[config.mk]
export PLATFORM = sky130hd
export DESIGN_NAME = ballot_unit_flat
export DESIGN_NICKNAME = d
export VERILOG_FILES = /design/src/rtl/ballot_unit_if.sv /design/src/rtl/ballot_unit.sv /design/src/flat_wrapper.sv
export SDC_FILE = /design/constraint.sdc
export NUM_CORES = 1
export LEC_CHECK = 0
export BUFFER_PORTS_ARGS = -buffer_cell sky130_fd_sc_hd__clkbuf_2
export CORE_MARGIN = 3
export CORE_UTILIZATION = 40
export DETAILED_ROUTE_END_ITERATION = 8
export GPL_TIMING_DRIVEN = 1
export PLACE_DENSITY = 0.66
export REMOVE_ABC_BUFFERS = 1
export SLEW_MARGIN = 20
export SYNTH_ARGS = -nofsm -noshare
export SYNTH_HDL_FRONTEND = slang
export SYNTH_SLANG_ARGS = --single-unit
[constraint.sdc]
create_clock -name clk -period 2.44 [get_ports clk]
set_input_delay 0.122 -clock clk [delete_from_list [all_inputs] [get_ports clk]]
set_output_delay 0.122 -clock clk [all_outputs]
set_load 0.01 [all_outputs]
[src/rtl/ballot_unit_if.sv]
// ballot_unit_if: groups the voter/officer inputs and the vote/status outputs
// of ballot_unit. The slave modport is the unit itself; master is its driver.
interface ballot_unit_if;
    logic       ballot_issue;
    logic [4:0] btn;
    logic       vo_en;
    logic [4:0] vo_switch;
    logic       ready_led;
    logic       multi_press;
    logic       timeout;
    logic [7:0] cast_count;

    modport master (
        output ballot_issue,
        output btn,
        input  vo_en,
        input  vo_switch,
        input  ready_led,
        input  multi_press,
        input  timeout,
        input  cast_count
    );

    modport slave (
        input  ballot_issue,
        input  btn,
        output vo_en,
        output vo_switch,
        output ready_led,
        output multi_press,
        output timeout,
        output cast_count
    );
endinterface

[src/rtl/ballot_unit.sv]
// ballot_unit: one-vote-per-ballot capture of five voter buttons.
// A ballot released by the presiding officer arms the unit; a button pattern
// must stay stable for DEBOUNCE_CYCLES samples before it is accepted. A single
// pressed button casts one vote strobe, several pressed buttons are rejected
// and the ballot stays armed. All outputs are registered.
// Optional feature: define TIMEOUT_EN to build a 16-bit timer that voids an
// armed ballot after TIMEOUT_CYCLES cycles.
module ballot_unit #(
    parameter int unsigned DEBOUNCE_CYCLES = 4,
    parameter int unsigned TIMEOUT_CYCLES  = 1000
) (
    input  logic         clk,
    input  logic         rst,
    ballot_unit_if.slave bus
);
    typedef enum logic [2:0] {
        S_IDLE     = 3'd0,
        S_ARMED    = 3'd1,
        S_DEBOUNCE = 3'd2,
        S_CAST     = 3'd3,
        S_RELEASE  = 3'd4
    } state_t;

    // Counter value on which a still-equal pattern is accepted: the capture
    // sample plus DEBOUNCE_CYCLES-1 further equal samples.
    localparam logic [3:0] ACCEPT_AT = 4'(DEBOUNCE_CYCLES - 2);

    state_t     state_q,     state_d;
    logic [4:0] pattern_q,   pattern_d;
    logic [3:0] cnt_q,       cnt_d;
    logic       armed_q,     armed_d;
    logic       vo_en_q,     vo_en_d;
    logic [4:0] vo_switch_q, vo_switch_d;
    logic       ready_q,     ready_d;
    logic       multi_q,     multi_d;
    logic       timeout_q,   timeout_d;
    logic [7:0] cast_q,      cast_d;
    logic       expire;
    logic       accept;

`ifdef TIMEOUT_EN
    logic [15:0] tmr_q, tmr_d;
    logic [16:0] tmr_inc;
    logic        tmr_run;

    // The timer runs whenever a ballot is armed: waiting, debouncing, or
    // waiting for release after a rejected multi-press.
    assign tmr_run = (state_q == S_ARMED) || (state_q == S_DEBOUNCE) ||
                     ((state_q == S_RELEASE) && armed_q);
    assign tmr_inc = {1'b0, tmr_q} + 17'd1;
    assign expire  = tmr_run && (tmr_inc >= 17'(TIMEOUT_CYCLES));

    // Timer next value: held clear in IDLE so arming starts from zero; it
    // holds on expiry so a ballot kept alive by a same-cycle acceptance
    // expires again on the next armed cycle.
    always_comb begin
        tmr_d = tmr_q;
        if (state_q == S_IDLE) begin
            tmr_d = '0;
        end else if (tmr_run && !expire) begin
            tmr_d = tmr_inc[15:0];
        end
    end

    // Timer register.
    always_ff @(posedge clk or negedge rst) begin
        if (!rst) begin
            tmr_q <= '0;
        end else begin
            tmr_q <= tmr_d;
        end
    end
`else
    logic unused_timeout_cfg;

    assign expire             = 1'b0;
    assign unused_timeout_cfg = (TIMEOUT_CYCLES > 0);
`endif

    // Ballot FSM next state and next registered outputs.
    always_comb begin
        state_d     = state_q;
        pattern_d   = pattern_q;
        cnt_d       = cnt_q;
        armed_d     = armed_q;
        cast_d      = cast_q;
        vo_en_d     = 1'b0;
        vo_switch_d = '0;
        multi_d     = 1'b0;
        timeout_d   = 1'b0;
        ready_d     = 1'b0;
        accept      = 1'b0;

        case (state_q)
            S_IDLE: begin
                // A button already held when the ballot is released blocks arming.
                if (bus.ballot_issue && (bus.btn == 5'd0)) begin
                    state_d = S_ARMED;
                    armed_d = 1'b1;
                end
            end
            S_ARMED: begin
                if (bus.btn != 5'd0) begin
                    pattern_d = bus.btn;
                    cnt_d     = '0;
                    state_d   = S_DEBOUNCE;
                end
            end
            S_DEBOUNCE: begin
                if (bus.btn == pattern_q) begin
                    if (cnt_q == ACCEPT_AT) begin
                        accept = 1'b1;
                        cnt_d  = '0;
                        if ($onehot(pattern_q)) begin
                            state_d     = S_CAST;
                            armed_d     = 1'b0;
                            vo_en_d     = 1'b1;
                            vo_switch_d = pattern_q;
                            if (cast_q != 8'hFF) begin
                                cast_d = cast_q + 8'd1;
                            end
                        end else begin
                            state_d = S_RELEASE;
                            multi_d = 1'b1;
                        end
                    end else begin
                        cnt_d = cnt_q + 4'd1;
                    end
                end else if (bus.btn == 5'd0) begin
                    state_d = S_ARMED;
                    cnt_d   = '0;
                end else begin
                    pattern_d = bus.btn;
                    cnt_d     = '0;
                end
            end
            S_CAST: begin
                state_d = S_RELEASE;
            end
            S_RELEASE: begin
                if (bus.btn == 5'd0) begin
                    state_d = armed_q ? S_ARMED : S_IDLE;
                end
            end
            default: begin
                state_d = S_IDLE;
                armed_d = 1'b0;
            end
        endcase

        // Expiry voids the ballot, but an acceptance on the same cycle wins.
        if (expire && !accept) begin
            state_d   = S_IDLE;
            armed_d   = 1'b0;
            cnt_d     = '0;
            timeout_d = 1'b1;
        end

        ready_d = (state_d == S_ARMED) || (state_d == S_DEBOUNCE);
    end

    // Ballot FSM state and registered outputs.
    always_ff @(posedge clk or negedge rst) begin
        if (!rst) begin
            state_q     <= S_IDLE;
            pattern_q   <= '0;
            cnt_q       <= '0;
            armed_q     <= 1'b0;
            cast_q      <= '0;
            vo_en_q     <= 1'b0;
            vo_switch_q <= '0;
            ready_q     <= 1'b0;
            multi_q     <= 1'b0;
            timeout_q   <= 1'b0;
        end else begin
            state_q     <= state_d;
            pattern_q   <= pattern_d;
            cnt_q       <= cnt_d;
            armed_q     <= armed_d;
            cast_q      <= cast_d;
            vo_en_q     <= vo_en_d;
            vo_switch_q <= vo_switch_d;
            ready_q     <= ready_d;
            multi_q     <= multi_d;
            timeout_q   <= timeout_d;
        end
    end

    assign bus.vo_en       = vo_en_q;
    assign bus.vo_switch   = vo_switch_q;
    assign bus.ready_led   = ready_q;
    assign bus.multi_press = multi_q;
    assign bus.timeout     = timeout_q;
    assign bus.cast_count  = cast_q;
endmodule

[src/flat_wrapper.sv]
// flat-port wrapper written by rule: the top's interface ports become plain ports
module ballot_unit_flat 
#(
    parameter int unsigned DEBOUNCE_CYCLES = 4,
    parameter int unsigned TIMEOUT_CYCLES  = 1000
)
  (clk, rst, bus_ballot_issue, bus_btn, bus_vo_en, bus_vo_switch, bus_ready_led, bus_multi_press, bus_timeout, bus_cast_count);
  ballot_unit_if bus_i ();
  input  logic clk;
  input  logic rst;
  input wire logic [$bits(bus_i.ballot_issue)-1:0] bus_ballot_issue;
  input wire logic [$bits(bus_i.btn)-1:0] bus_btn;
  output wire logic [$bits(bus_i.vo_en)-1:0] bus_vo_en;
  output wire logic [$bits(bus_i.vo_switch)-1:0] bus_vo_switch;
  output wire logic [$bits(bus_i.ready_led)-1:0] bus_ready_led;
  output wire logic [$bits(bus_i.multi_press)-1:0] bus_multi_press;
  output wire logic [$bits(bus_i.timeout)-1:0] bus_timeout;
  output wire logic [$bits(bus_i.cast_count)-1:0] bus_cast_count;
  assign bus_i.ballot_issue = bus_ballot_issue;
  assign bus_i.btn = bus_btn;
  assign bus_vo_en = bus_i.vo_en;
  assign bus_vo_switch = bus_i.vo_switch;
  assign bus_ready_led = bus_i.ready_led;
  assign bus_multi_press = bus_i.multi_press;
  assign bus_timeout = bus_i.timeout;
  assign bus_cast_count = bus_i.cast_count;
  ballot_unit #(.DEBOUNCE_CYCLES(DEBOUNCE_CYCLES), .TIMEOUT_CYCLES(TIMEOUT_CYCLES)) u_core (.clk(clk), .rst(rst), .bus(bus_i));
endmodule
### Yosys cells after proc, flatten, opt, wreduce, memory -nomap -nowiden

Cells that the tools add are included.

* word-level logic and storage cells: 78
* output and inout port bits: 17
* input bits: 8
* register bits after elaboration: 29

* bitwise logic cells: 1
* multiplexer cells: 34
* reduce and logical (&&, ||, !) cells: 11
* equality and inequality tests: 17
* add/subtract/negate cells: 6

Operators with widths (number)
* 2-to-1 mux 5 bit: 7
* 2-to-1 mux 3 bit: 7
* one-hot mux 3 bit (5 select lines): 1
* 2-to-1 mux 1 bit: 13
* 2-to-1 mux 4 bit: 3
* inequality test 2 x 1 -> 1 bit (second input constant): 5
* one-hot mux 5 bit (2 select lines): 1
* AND reduction 5 bit: 2
* == test 3 x 1 -> 1 bit (second input constant): 3
* == test 3 x 2 -> 1 bit (second input constant): 3
* adder 8 x 1 -> 8 bit (second input constant): 1
* inequality test 8 bit (second input constant): 1
* one-hot mux 4 bit (2 select lines): 1
* == test 5 bit: 1
* zero test 5 bit: 1
* nonzero test 5 bit: 1
* adder 1 x 1 -> 2 bit: 2
* adder 4 x 1 -> 4 bit (second input constant): 1
* == test 4 x 2 -> 1 bit (second input constant): 1
* inequality test 2 bit (second input constant): 2
* AND reduction 4 bit: 1
* adder 3 x 1 -> 3 bit: 1
* adder 3 bit: 1
* == test 3 bit (second input constant): 1
* 8 further kinds: 8

### Logic depth before layout (Yosys ltp)

Gate-level depths: netlist of the first run.

* word-level depth: 10
* mapped depth: 10

### Least setup slack after synthesis of the first run

No wires, ideal clock.

* path kind: register to register
* start: register u_core.pattern_q[0]
* end: register u_core.armed_q
* data required time: 2301 ps
* path buffers: 0
* clock period less this slack: 2554 ps
* setup time: 139 ps
* arrival: 2415 ps
* slack: -114 ps
* cell stages (with the launch flop): 9
* cells stage by stage: dfrtp_1 > ha_1 > inv_1 > fa_1 > fa_1 > nand3b_1 > or2_2 > o311ai_0 > o31ai_1

* cells in the longest elaborated chain, start to end: 6
* elaborated cells on any way between the ends: 8
* classes of those cells: add/sub (3); eq/ne (4); reduce/logical (1)

RTL lines
* from (decl): line ballot_unit.sv:29 `logic [4:0] pattern_q, pattern_d;`
* from (signal assigned): line ballot_unit.sv:177 `pattern_q <= pattern_d;`
* adder 1 x 1 -> 2 bit (implied by the code): line ballot_unit.sv:114 `if ($onehot(pattern_q)) begin`
* adder 3 bit (implied by the code): line ballot_unit.sv:114
* adder 3 x 1 -> 3 bit (implied by the code): line ballot_unit.sv:114
* == test 3 x 1 -> 1 bit: line ballot_unit.sv:114
* inequality test 2 x 1 -> 1 bit (no source line)
* AND reduction 5 bit (no source line) (*)
* to (signal assigned): line ballot_unit.sv:179 `armed_q <= armed_d;`
* to (decl): line ballot_unit.sv:31 `logic armed_q, armed_d;`

Mark *: on every way between the ends. The rest lies on a longest branch, timed or not.
A chain may end at the register's enable or synchronous reset.

### Final worst setup path of the first run

* start: register u_core.pattern_q[2]
* end: register u_core.armed_q

The elaborated chain is that of the path after synthesis.

==> reports/qor.yml, run 1 <==
run_status:
  status: "finished, violations left"
  violations: "setup timing"
die:
  die_w_um: 67.3
  fp.coreArea_um2: 3470
  start_util_pct: 43.3
  ios: 25
  die_h_um: 67.3
  rows: 21
  dieArea_um2: 4530
global_routing:
  antenna_found_initial: 0
  top_usage_layer: "met2"
  use_met1_pct: 17.2
  grt_pass1_wl_um: 5030
  met3_usage_pct: 5.49
  grt_usage_pct: 15.0
  grtUsageMet2_pct: 24.0
  first_global_vias: 1152
  grt_max_degree: 30
  grt_remaining_overflow: 0
sta:
  fin_skew_ns: 0.00259
  rsz0062_at_grt: "true"
  fmax_ghz: 0.385
  maxSlewViolCount: 0
  setup_viol: 12
  holdWs_ns: 0.121
  period_share_pct: 106
  slew_headroom_pct: 52.9
  period_minus_slack_ns: 2.59
  worst_slack_ns: -0.154
  worst_pin_slew_ns: 0.706
  hold_viol_final: 0
cells_and_area:
  final_cell_mix: "dfrtp_1, clkbuf_2, buf_4, nor2_1, xor2_1"
  layout_commonest_cell: "dfrtp_1"
  antenna_cells: 0
  fin_util_pct: 54.9
  syn_to_final_growth_pct: 26.7
  nets: 192
  drive_above_1_share_pct: 36.5
  n_fill_cell: 308
pwr:
  p_total_uw: 1730
  power_switching_share_pct: 34.7
  pwr-share-clk_pct: 24.6
  pwr-share-seq_pct: 34.7
  vdd_ir_drop_max_v: 0.000326
  power_leakage_uw: 0.000957
  power_density_nw_per_um2: 906
  comb_power_share_pct: 40.6
  intPower_uw: 1130
  power.switching_uw: 599
critical_path:
  slowest_delay_ns: 0.48
  crit_type: "register to register"
  cp-end-kind: "register"
  worst_path_max_delay_cell: "fa_1"
  crit_buf_inv: 2
  startpoint_type: "register"
  crit_chain: "ha_4 > inv_2 > fa_2 > fa_1 > nand3b_1 > buf_4 > or2_4 > o311ai_2 > o31ai_1"
  required_ns: 2.60
  r2r-start: "u_core.pattern_q[2]"
  path_max_fanout: 3
  cpLargestDelayFamily: "adder cells"
  startpoint: "u_core.pattern_q[2]"
  arrival_ns: 2.75
synth:
  netlist_instances: 136
  ys.warnings.count: 0
  synth_area_leaders: "dfrtp_1, xor2_1, ha_1"
  avgSynthCellArea_um2: 11.0
  synth_seq_cells: 29
  seq_area_frac_synth_pct: 48.3
  synth_top_area_cell: "dfrtp_1"
  synth_top_area_share_pct: 48.3
  syn_area_um2: 1500
  ys_types: 43
detailed_routing:
  dr.first_iter.drc_count: 58
  vias: 1162
  routed_wl_um: 2900
  routedWlPerCell_um: 13.0
  viasPerCell: 5.19
  drc_errors: 0
  antenna_left: 0
  drtPass1Iterations: 4
min_path:
  worstHoldStart: "bus_btn[2]"
  hold_class: "primary input to register"
clock_tree:
  clockBufferDepth: 2
  path_clk_slew_ns: 0.06
  cts_tree: "done"
  insertion_delay_ns: 0.28
  ctsRootBufferMaster: "clkbuf_8"
  numCtsBuffers: 5
  cts_sinks: 29
  h-tree-depth: 2
placement:
  port_buffers: 23
  gp_congestion: 0.868
  dp_hpwl_um: 2200
flow_run:
  maxCapViolations: 0
==> logic make-up (layout without fill, tap and decap cells) <==
| kind of cell | Yosys count | in the layout | synth area share, % |
|---|---|---|---|
| and+or+nand+nor | 49 | 49 | 19.4 |
| DFF | 29 | 29 | 48.3 |
| AOI/OAI and AO/OA | 24 | 24 | 11.9 |
| xor gates and xnor gates | 10 | 10 | 5.83 |
| buffers and inverters | 10 | 52 | 3.00 |
| adders and majority gates | 7 | 7 | 6.83 |
| muxes | 6 | 6 | 4.50 |
| other | 1 | 1 | 0.250 |
==> through the flow <==
stage | setup TNS [ns] | instance area (um2) | std cells | setup slack, ns
6_report | -1.03 | 1900 | 224 | -0.154
5_1_grt | -2.56 | 1900 | 224 | -0.265
4_1_cts | -1.41 | 1850 | 222 | -0.223
3_5_place_dp | -2.26 | 1720 | 211 | -0.256
3_3_place_gp | -1.39 | 1720 | 211 | -0.166
2_1_floorplan | -0.404 | 1490 | 134 | -0.114
==> worst paths after layout <==
path / endpoint / slack, ns / depth (start not counted)
max reg2reg: u_core.armed_q / -0.15 / 9
max in group asynchronous: u_core.cnt_q[1] / 1.57 / 2
max: u_core.armed_q / -0.15 / 9
min in group asynchronous: u_core.armed_q / 0.43 / 2
min reg2reg: u_core.bus.cast_count[5] / 0.53 / 1
min: u_core.pattern_q[2] / 0.12 / 2
==> layer usage <==
metal  part of all wire, %  wire (um)
met1                    41       1190
met2                    49       1430
met5                     0          0
met3                   6.3        182
met4                   3.3         97
==> flip-flops by register name, indices dropped and copies added (netlist names) <==
name / flops
u_core.bus.multi_press: 1
u_core.state_q: 3
u_core.bus.vo_en: 1
u_core.bus.ready_led: 1
u_core.cnt_q: 4
u_core.bus.cast_count: 8
u_core.bus.vo_switch: 5
u_core.pattern_q: 5
u_core.armed_q: 1
==> what timing repair did <==
action,CTS,global route
hold buffers,1,0
endpoints found under the setup margin,14,16
resized for setup,4,7
endpoints found under the hold margin,29,0
setup buffers,2,2
pin swaps,8,5
==> cells in the mapped netlist (all sizes together) <==
master   instances
dfrtp           29
nor2            11
inv              8
xor2             8
nand2            7
o21ai            7
mux2             6
nand3            6
and2             5
ha               5
nor3             4
a21o             3
a31oi            3
a21oi            2
and4             2
buf              2
fa               2
nand2b           2
nand3b           2
nand4            2
nor2b            2
o21bai           2
xnor2            2
a2111oi          1
a211o            1
a211oi           1
a31o             1
and3             1
conb             1
nor3b            1
nor4             1
o21a             1
o311ai           1
o31ai            1
or2              1
or3b             1
or4              1
==> layout make-up <==
cell class | count | area, um2 | area share [%]
multi-input combinational | 97 | 771 | 40.5
sequential | 29 | 726 | 38.1
timing repair buffer | 36 | 219 | 11.5
clock buffer | 7 | 96.3 | 5.06
tap | 46 | 57.6 | 3.02
inverter | 8 | 30.0 | 1.58
clock inverter | 1 | 5.00 | 0.263
==> power groups by stage <==
stage / Clock [uW] / Combinational [uW] / Sequential (uW)
finish: 425 / 701 / 599
detailed placement: 0 / 571 / 605
floorplan: 0 / 374 / 607
CTS: 442 / 619 / 590
global placement: 0 / 542 / 600
global route: 465 / 804 / 605
==> worst register-to-register path, stage by stage (launching register included) <==
cell	delay, ns
dfrtp_1	0.41
ha_4	0.27
inv_2	0.03
fa_2	0.35
fa_1	0.48
nand3b_1	0.17
buf_4	0.20
or2_4	0.24
o311ai_2	0.21
o31ai_1	0.10
Note: power is estimated with default switching activity, not from simulation.
==> run 2: changes to the inputs <==
Settings changed: ABC_AREA set to 1, SLEW_MARGIN 20 to 15.
Clock period 2.44 ns to 2.36 ns, I/O delays scaled along.
==> reports/qor.yml, run 2 <==
critical_path:
  reg2reg_depth: 12  # +3
  startpoint_type: "register"
  required_ns: 2.57  # -0.03 ns
  cp-end-kind: "register"
  reg2reg_slack_ns: -0.08  # +0.07 ns
  r2r-end: "u_core.bus.cast_count[3]"
  path_max_fanout: 7  # +4
  crit_type: "register to register"
  r2r-start: "u_core.pattern_q[3]"
  arrival_ns: 2.66  # -0.09 ns
cells_and_area:
  syn_to_final_growth_pct: 27.1
  layout_commonest_cell: "nand2_1"
  final_cell_mix: "nand2_1, dfrtp_1, inv_1, clkbuf_2, nor2_1"
  largest_register_ffs: 8  # unchanged
  drive_above_1_share_pct: 29.1  # -7.4 points
  nets: 265  # +38%
  n_fill_cell: 355  # +15%
  antenna_cells: 0  # unchanged
  fin_util_pct: 54.5  # -0.36 points
pwr:
  power.switching_uw: 500  # -16%
  power_switching_share_pct: 33.2  # -1.5 points
  intPower_uw: 1010  # -11%
  pwr-share-clk_pct: 26.6  # +2.0 points
  pwr-share-seq_pct: 37.0  # +2.3 points
  vdd_ir_drop_max_v: 0.000325  # -0.32%
  power_density_nw_per_um2: 733  # -19%
  comb_power_share_pct: 36.3  # -4.3 points
  power_leakage_uw: 0.00114  # +19%
sta:
  fmax_ghz: 0.409  # +6.1%
  maxSlewViolCount: 0  # unchanged
  hold_viol_final: 0  # unchanged
  setup_viol: 16  # +4
  period_minus_slack_ns: 2.44  # -0.150 ns
  slew_headroom_pct: 51.6  # -1.4 points
  finalSetupTns_ns: -0.801  # +0.234 ns
  fin_skew_ns: 0.00894  # +0.00635 ns
  period_share_pct: 104  # -2.8 points
  rsz0062_at_grt: "true"
  worst_slack_ns: -0.0839  # +0.0703 ns
  worst_pin_slew_ns: 0.727  # +0.0208 ns
  holdWs_ns: 0.0956  # -0.0254 ns
clock_tree:
  ctsRootBufferMaster: "clkbuf_8"
  h-tree-depth: 2  # unchanged
  cts_sinks: 29  # unchanged
  insertion_delay_ns: 0.29  # about the same
  clockBufferDepth: 2  # unchanged
  path_clk_slew_ns: 0.07  # about the same
  cts_tree: "done"
  numCtsBuffers: 5  # unchanged
global_routing:
  grt_usage_pct: 15.5  # +0.48 points
  first_global_vias: 1336  # +16%
  antenna_found_initial: 0  # unchanged
  grt_max_degree: 30  # unchanged
  grt_pass1_wl_um: 5860  # +16%
  grt_remaining_overflow: 0  # unchanged
detailed_routing:
  antenna_left: 0  # unchanged
  vias: 1382  # +19%
  drtPass1Iterations: 4  # unchanged
  viasPerCell: 4.62  # -11%
  routedWlPerCell_um: 11.2  # -13%
  drc_errors: 0  # unchanged
  dr.first_iter.drc_count: 66  # +14%
  routed_wl_um: 3360  # +16%
placement:
  dp_hpwl_um: 2400  # +8.9%
  port_buffers: 23  # unchanged
  gp_congestion: 0.831  # -4.3%
synth:
  synth_edf_count: 0  # unchanged
  synth-compound-area-share_pct: 5.88  # -6.0 points
  synth_seq_cells: 29  # unchanged
  ys.warnings.count: 0  # unchanged
  synth_most_common_cell: "nand2_1"
  synth_area_leaders: "dfrtp_1, nand2_1, inv_1"
  netlist_instances: 206  # +51%
  ys_types: 26  # -40%
  synth_commonest_cells: "nand2_1, dfrtp_1, inv_1"
  synth_fa_ha_area_share_pct: 6.34  # -0.49 points
  synthXorXnorAreaFrac_pct: 5.96  # +0.13 points
  synth_top_family_by_area: "simple AND/OR/NAND/NOR gates"
  synth_top_area_cell: "dfrtp_1"
  syn_area_um2: 1620  # +7.7%
  ys.flop_type: "dfrtp_1"
  synth-simple-area-share_pct: 28.4  # +9.0 points
  seq_area_frac_synth_pct: 44.9  # -3.4 points
  synthArstFlopShare_pct: 100  # unchanged
  avgSynthCellArea_um2: 7.85  # -29%
  synth_mux_area_share_pct: 0  # -4.5 points
  synth_top_area_share_pct: 44.9  # -3.4 points
die:
  die_w_um: 69.6  # +3.4%
  fp.coreArea_um2: 3770  # +8.7%
  ios: 25  # unchanged
  dieArea_um2: 4840  # +7.0%
  die_h_um: 69.6  # +3.4%
  rows: 22  # +4.8%
  start_util_pct: 42.9  # -0.43 points
min_path:
  min_to: "u_core.pattern_q[4]"
  min_path_cells: 3  # +1
  hold_class: "primary input to register"
  worstHoldStart: "bus_btn[4]"
flow_run:
  maxCapViolations: 0  # unchanged
run_status:
  status: "finished, violations left"
  violations: "setup timing"
run 2: cell types whose count changed in the layout (fill, tap and decap cells not counted), sizes merged, moves of 5 or more:
| cell | change |
|---|---|
| mux2 | -6 |
| inv | +23 |
| nand2 | +61 |
| o21ai | +7 |
| nand3 | +7 |
| and2 | -5 |
| nor2 | +11 |
run 2: layout make-up:
cell class / instances / area, um2 / share of cell area [%]
Timing Repair Buffer: 38 / 234 / 11.4
Tap cell: 48 / 60.1 / 2.92
Clock buffer: 5 / 68.8 / 3.35
Clock inverter: 3 / 17.5 / 0.852
Sequential cell: 29 / 726 / 35.3
Multi-Input combinational cell: 145 / 830 / 40.3
Inverter: 31 / 121 / 5.90
run 2: metrics by stage:
stage / cell area (um2) / cells / setup WS (ns) / total power (uW)
CTS: 1990 / 295 / -0.121 / 1400
global route: 2060 / 299 / -0.226 / 1620
detailed placement: 1830 / 283 / -0.227 / 940
finish: 2060 / 299 / -0.0839 / 1510
floorplan: 1600 / 204 / -0.184 / 780
global placement: 1830 / 283 / -0.133 / 929
run 2: worst max path at each step:
stage / start / endpoint / slack (ns) / depth (start not counted)
final: u_core.pattern_q[3] / u_core.bus.cast_count[3] / -0.08 / 12
after global routing: u_core.pattern_q[3] / u_core.bus.ready_led / -0.23 / 13
after CTS: u_core.pattern_q[2] / u_core.bus.ready_led / -0.12 / 13
after detailed placement: u_core.pattern_q[0] / u_core.bus.cast_count[5] / -0.23 / 11
after global placement: u_core.pattern_q[0] / u_core.bus.cast_count[5] / -0.13 / 11
after floorplan: u_core.pattern_q[0] / u_core.bus.ready_led / -0.18 / 13
run 2: what timing repair did:
item | CTS | global route
hold endpoints to repair | 29 | 0
hold buffers | 1 | 0
pin swaps | 7 | 6
endpoints found under the setup margin | 18 | 19
setup buffers | 2 | 4
cloned | 1 | 0
resized for setup | 16 | 12
run 2: cell families after synthesis:
logic type	count (synthesis)
AO/OA/AOI/OAI	17
adder cells (fa/ha/maj)	7
XOR/XNOR	11
AND/OR/NAND/NOR	108
buffers and inverters	33
other	1
flip-flops	29
run 2: power groups by stage:
stage / Sequential [uW] / Combinational [uW] / Clock, uW
after CTS: 558 / 428 / 416
after floorplan: 575 / 205 / 0
after global routing: 563 / 610 / 446
after global placement: 565 / 363 / 0
after detailed placement: 567 / 373 / 0
final: 558 / 548 / 402
run 2: critical path: stages, from the launching register on:
cell	delay, ns
dfrtp_1	0.39
ha_1	0.30
inv_2	0.05
fa_2	0.35
fa_1	0.51
nand2_2	0.07
nor2_4	0.11
nand3_4	0.11
nor2_4	0.16
nand2_4	0.11
inv_6	0.10
nand2_1	0.05
o21ai_1	0.07
run 2: routing by layer:
| layer | vias up | global-route usage (%) | share of wire, % |
|---|---|---|---|
| met1 | 625 | 18.5 | 45 |
| met3 | 7 | 6.09 | 4.6 |
| met5 | - | 0 | 0 |
| li1 | 725 | - | - |
| met4 | 0 | 7.16 | 1.9 |
| met2 | 25 | 24.6 | 49 |
==> run 3: changes to the inputs <==
Settings changed: CELL_PAD_IN_SITES_DETAIL_PLACEMENT set to 0, CELL_PAD_IN_SITES_GLOBAL_PLACEMENT set to 1, CORE_UTILIZATION 40 to 37, PLACE_DENSITY 0.66 to 0.79.
==> reports/qor.yml, run 3 (synthesis results as in run 2) <==
run_status:
  status: "finished, violations left"
  violations: "setup timing"
sta:
  rsz0062_at_grt: "true"
  slew_headroom_pct: 51.7  # +0.15 points
  fmax_ghz: 0.400  # -2.3%
  period_minus_slack_ns: 2.50  # +0.0566 ns
  fin_skew_ns: 0.00476  # -0.00418 ns
  period_share_pct: 106  # +2.4 points
  finalSetupTns_ns: -1.51  # -0.710 ns
  worst_slack_ns: -0.141  # -0.0566 ns
  setup_viol: 17  # +1
  hold_viol_final: 0  # unchanged
  worst_pin_slew_ns: 0.724  # -0.00221 ns
  maxSlewViolCount: 0  # unchanged
detailed_routing:
  dr.first_iter.drc_count: 74  # +12%
  routedWlPerCell_um: 11.3  # +0.29%
  routed_wl_um: 3340  # -0.71%
  viasPerCell: 4.58  # -0.81%
  drc_errors: 0  # unchanged
  vias: 1357  # -1.8%
  drtPass1Iterations: 4  # unchanged
  antenna_left: 0  # unchanged
die:
  die_h_um: 72.1  # +3.6%
  die_w_um: 72.1  # +3.6%
  rows: 23  # +4.5%
  start_util_pct: 39.3  # -3.6 points
  fp.coreArea_um2: 4120  # +9.1%
  ios: 25  # unchanged
  dieArea_um2: 5200  # +7.4%
min_path:
  worstHoldStart: "bus_btn[0]"
  hold_class: "primary input to register"
  min_to: "u_core.pattern_q[0]"
  min_path_cells: 3  # unchanged
critical_path:
  worst_path_max_delay_cell: "fa_1"
  cpLargestDelayFamily: "adder cells"
  slowest_delay_ns: 0.49  # -0.02 ns
  reg2reg_depth: 12  # unchanged
  critPathMostFrequentCell: "nand2_1"
  path_max_fanout: 4  # -3
  startpoint: "u_core.pattern_q[1]"
  startpoint_type: "register"
  cp-end-kind: "register"
  crit_type: "register to register"
  r2r-end: "u_core.armed_q"
  required_ns: 2.51  # -0.06 ns
  crit_chain: "ha_4 > inv_2 > fa_2 > fa_1 > nand2_1 > nor2_2 > nand3_2 > buf_4 > a21oi_2 > nand3_1 > nand2_1 > o21ai_0"
  reg2reg_slack_ns: -0.14  # -0.06 ns
  r2r-start: "u_core.pattern_q[1]"
  crit_buf_inv: 2  # unchanged
  arrival_ns: 2.65  # about the same
clock_tree:
  insertion_delay_ns: 0.28  # about the same
  path_clk_slew_ns: 0.06  # about the same
  numCtsBuffers: 5  # unchanged
  ctsRootBufferMaster: "clkbuf_8"
  cts_sinks: 29  # unchanged
  clockBufferDepth: 2  # unchanged
  cts_tree: "done"
  h-tree-depth: 2  # unchanged
cells_and_area:
  largest_register_ffs: 8  # unchanged
  nets: 261  # -1.5%
  layout_commonest_cell: "nand2_1"
  syn_to_final_growth_pct: 25.4
  antenna_cells: 0  # unchanged
  drive_above_1_share_pct: 26.0  # -3.1 points
  n_fill_cell: 423  # +19%
  final_cell_mix: "nand2_1, dfrtp_1, inv_1, clkbuf_2, nor2_1"
global_routing:
  first_global_vias: 1309  # -2.0%
  grt_max_degree: 30  # unchanged
  grt_pass1_wl_um: 5910  # +0.94%
  antenna_found_initial: 0  # unchanged
  grt_remaining_overflow: 0  # unchanged
  grt_usage_pct: 14.7  # -0.86 points
pwr:
  intPower_uw: 957  # -5.0%
  p_total_uw: 1400  # -7.4%
  pwr-share-clk_pct: 29.3  # +2.7 points
  power.switching_uw: 439  # -12%
  power_leakage_uw: 0.00111  # -2.5%
  power_density_nw_per_um2: 688  # -6.2%
  vdd_ir_drop_max_v: 0.000386  # +19%
  comb_power_share_pct: 30.3  # -6.0 points
  pwr-share-seq_pct: 40.4  # +3.4 points
  power_switching_share_pct: 31.4  # -1.7 points
placement:
  dp_hpwl_um: 2400  # +0.21%
  gp_congestion: 0.759  # -8.6%
  port_buffers: 23  # unchanged
flow_run:
  maxCapViolations: 0  # unchanged
run 3: stage by stage:
stage	cell area [um2]	instances	setup slack [ns]	hold WS, ns	util [%]
5_1_grt	2030	296	-0.255	0.110	49.3
3_3_place_gp	1840	285	-0.160	0.216	44.6
4_1_cts	1970	294	-0.118	0.111	47.9
3_5_place_dp	1840	285	-0.182	0.225	44.6
2_1_floorplan	1600	204	-0.184	-0.178	-
6_report	2030	296	-0.141	0.118	49.3
run 3: tightest hold or removal path: stages:
cell and delay [ns]:
clkbuf_2 0.12, inv_2 0.07, o21ai_2 0.05
run 3: what timing repair did:
action,in CTS,in global routing
hold endpoints to repair,29,0
hold buffers,1,0
gates cloned,1,0
pin swaps,3,5
endpoints found under the setup margin,18,18
resized for setup,8,14
setup buffers,0,2
run 3: cell type report:
class                           count  area, um2  area share (%)
Multi-Input combinational cell    145        832            41.0
Clock buffer                        7       86.3            4.25
Inverter                           31        119            5.86
Timing Repair Buffer               34        204            10.0
Sequential cell                    29        726            35.8
Tap cell                           50       62.6            3.08
run 3: power groups by stage:
stage               clock [uW]  combinational (uW)  sequential, uW
floorplan                    0                 205             575
global placement             0                 367             565
detailed placement           0                 360             567
CTS                        424                 406             563
global route               455                 485             569
finish                     409                 423             564
run 3: routing by layer:
metal  vias to the layer above  GRT usage (%)  routed length (um)
met5                         -              0                   0
met3                         5           5.40                 116
met1                       621           20.0                1640
met4                         0           4.38                  25
met2                        19           21.7                1550
li1                        712              -                   -
run 3: how the worst max path moves through the flow:
stage	to	slack [ns]	cells past startpoint
2_1_floorplan	u_core.bus.ready_led	-0.18	13
3_3_place_gp	u_core.bus.ready_led	-0.16	13
3_5_place_dp	u_core.bus.cast_count[5]	-0.18	11
4_1_cts	u_core.bus.ready_led	-0.12	13
5_1_grt	u_core.bus.cast_count[3]	-0.26	13
6_report	u_core.armed_q	-0.14	12
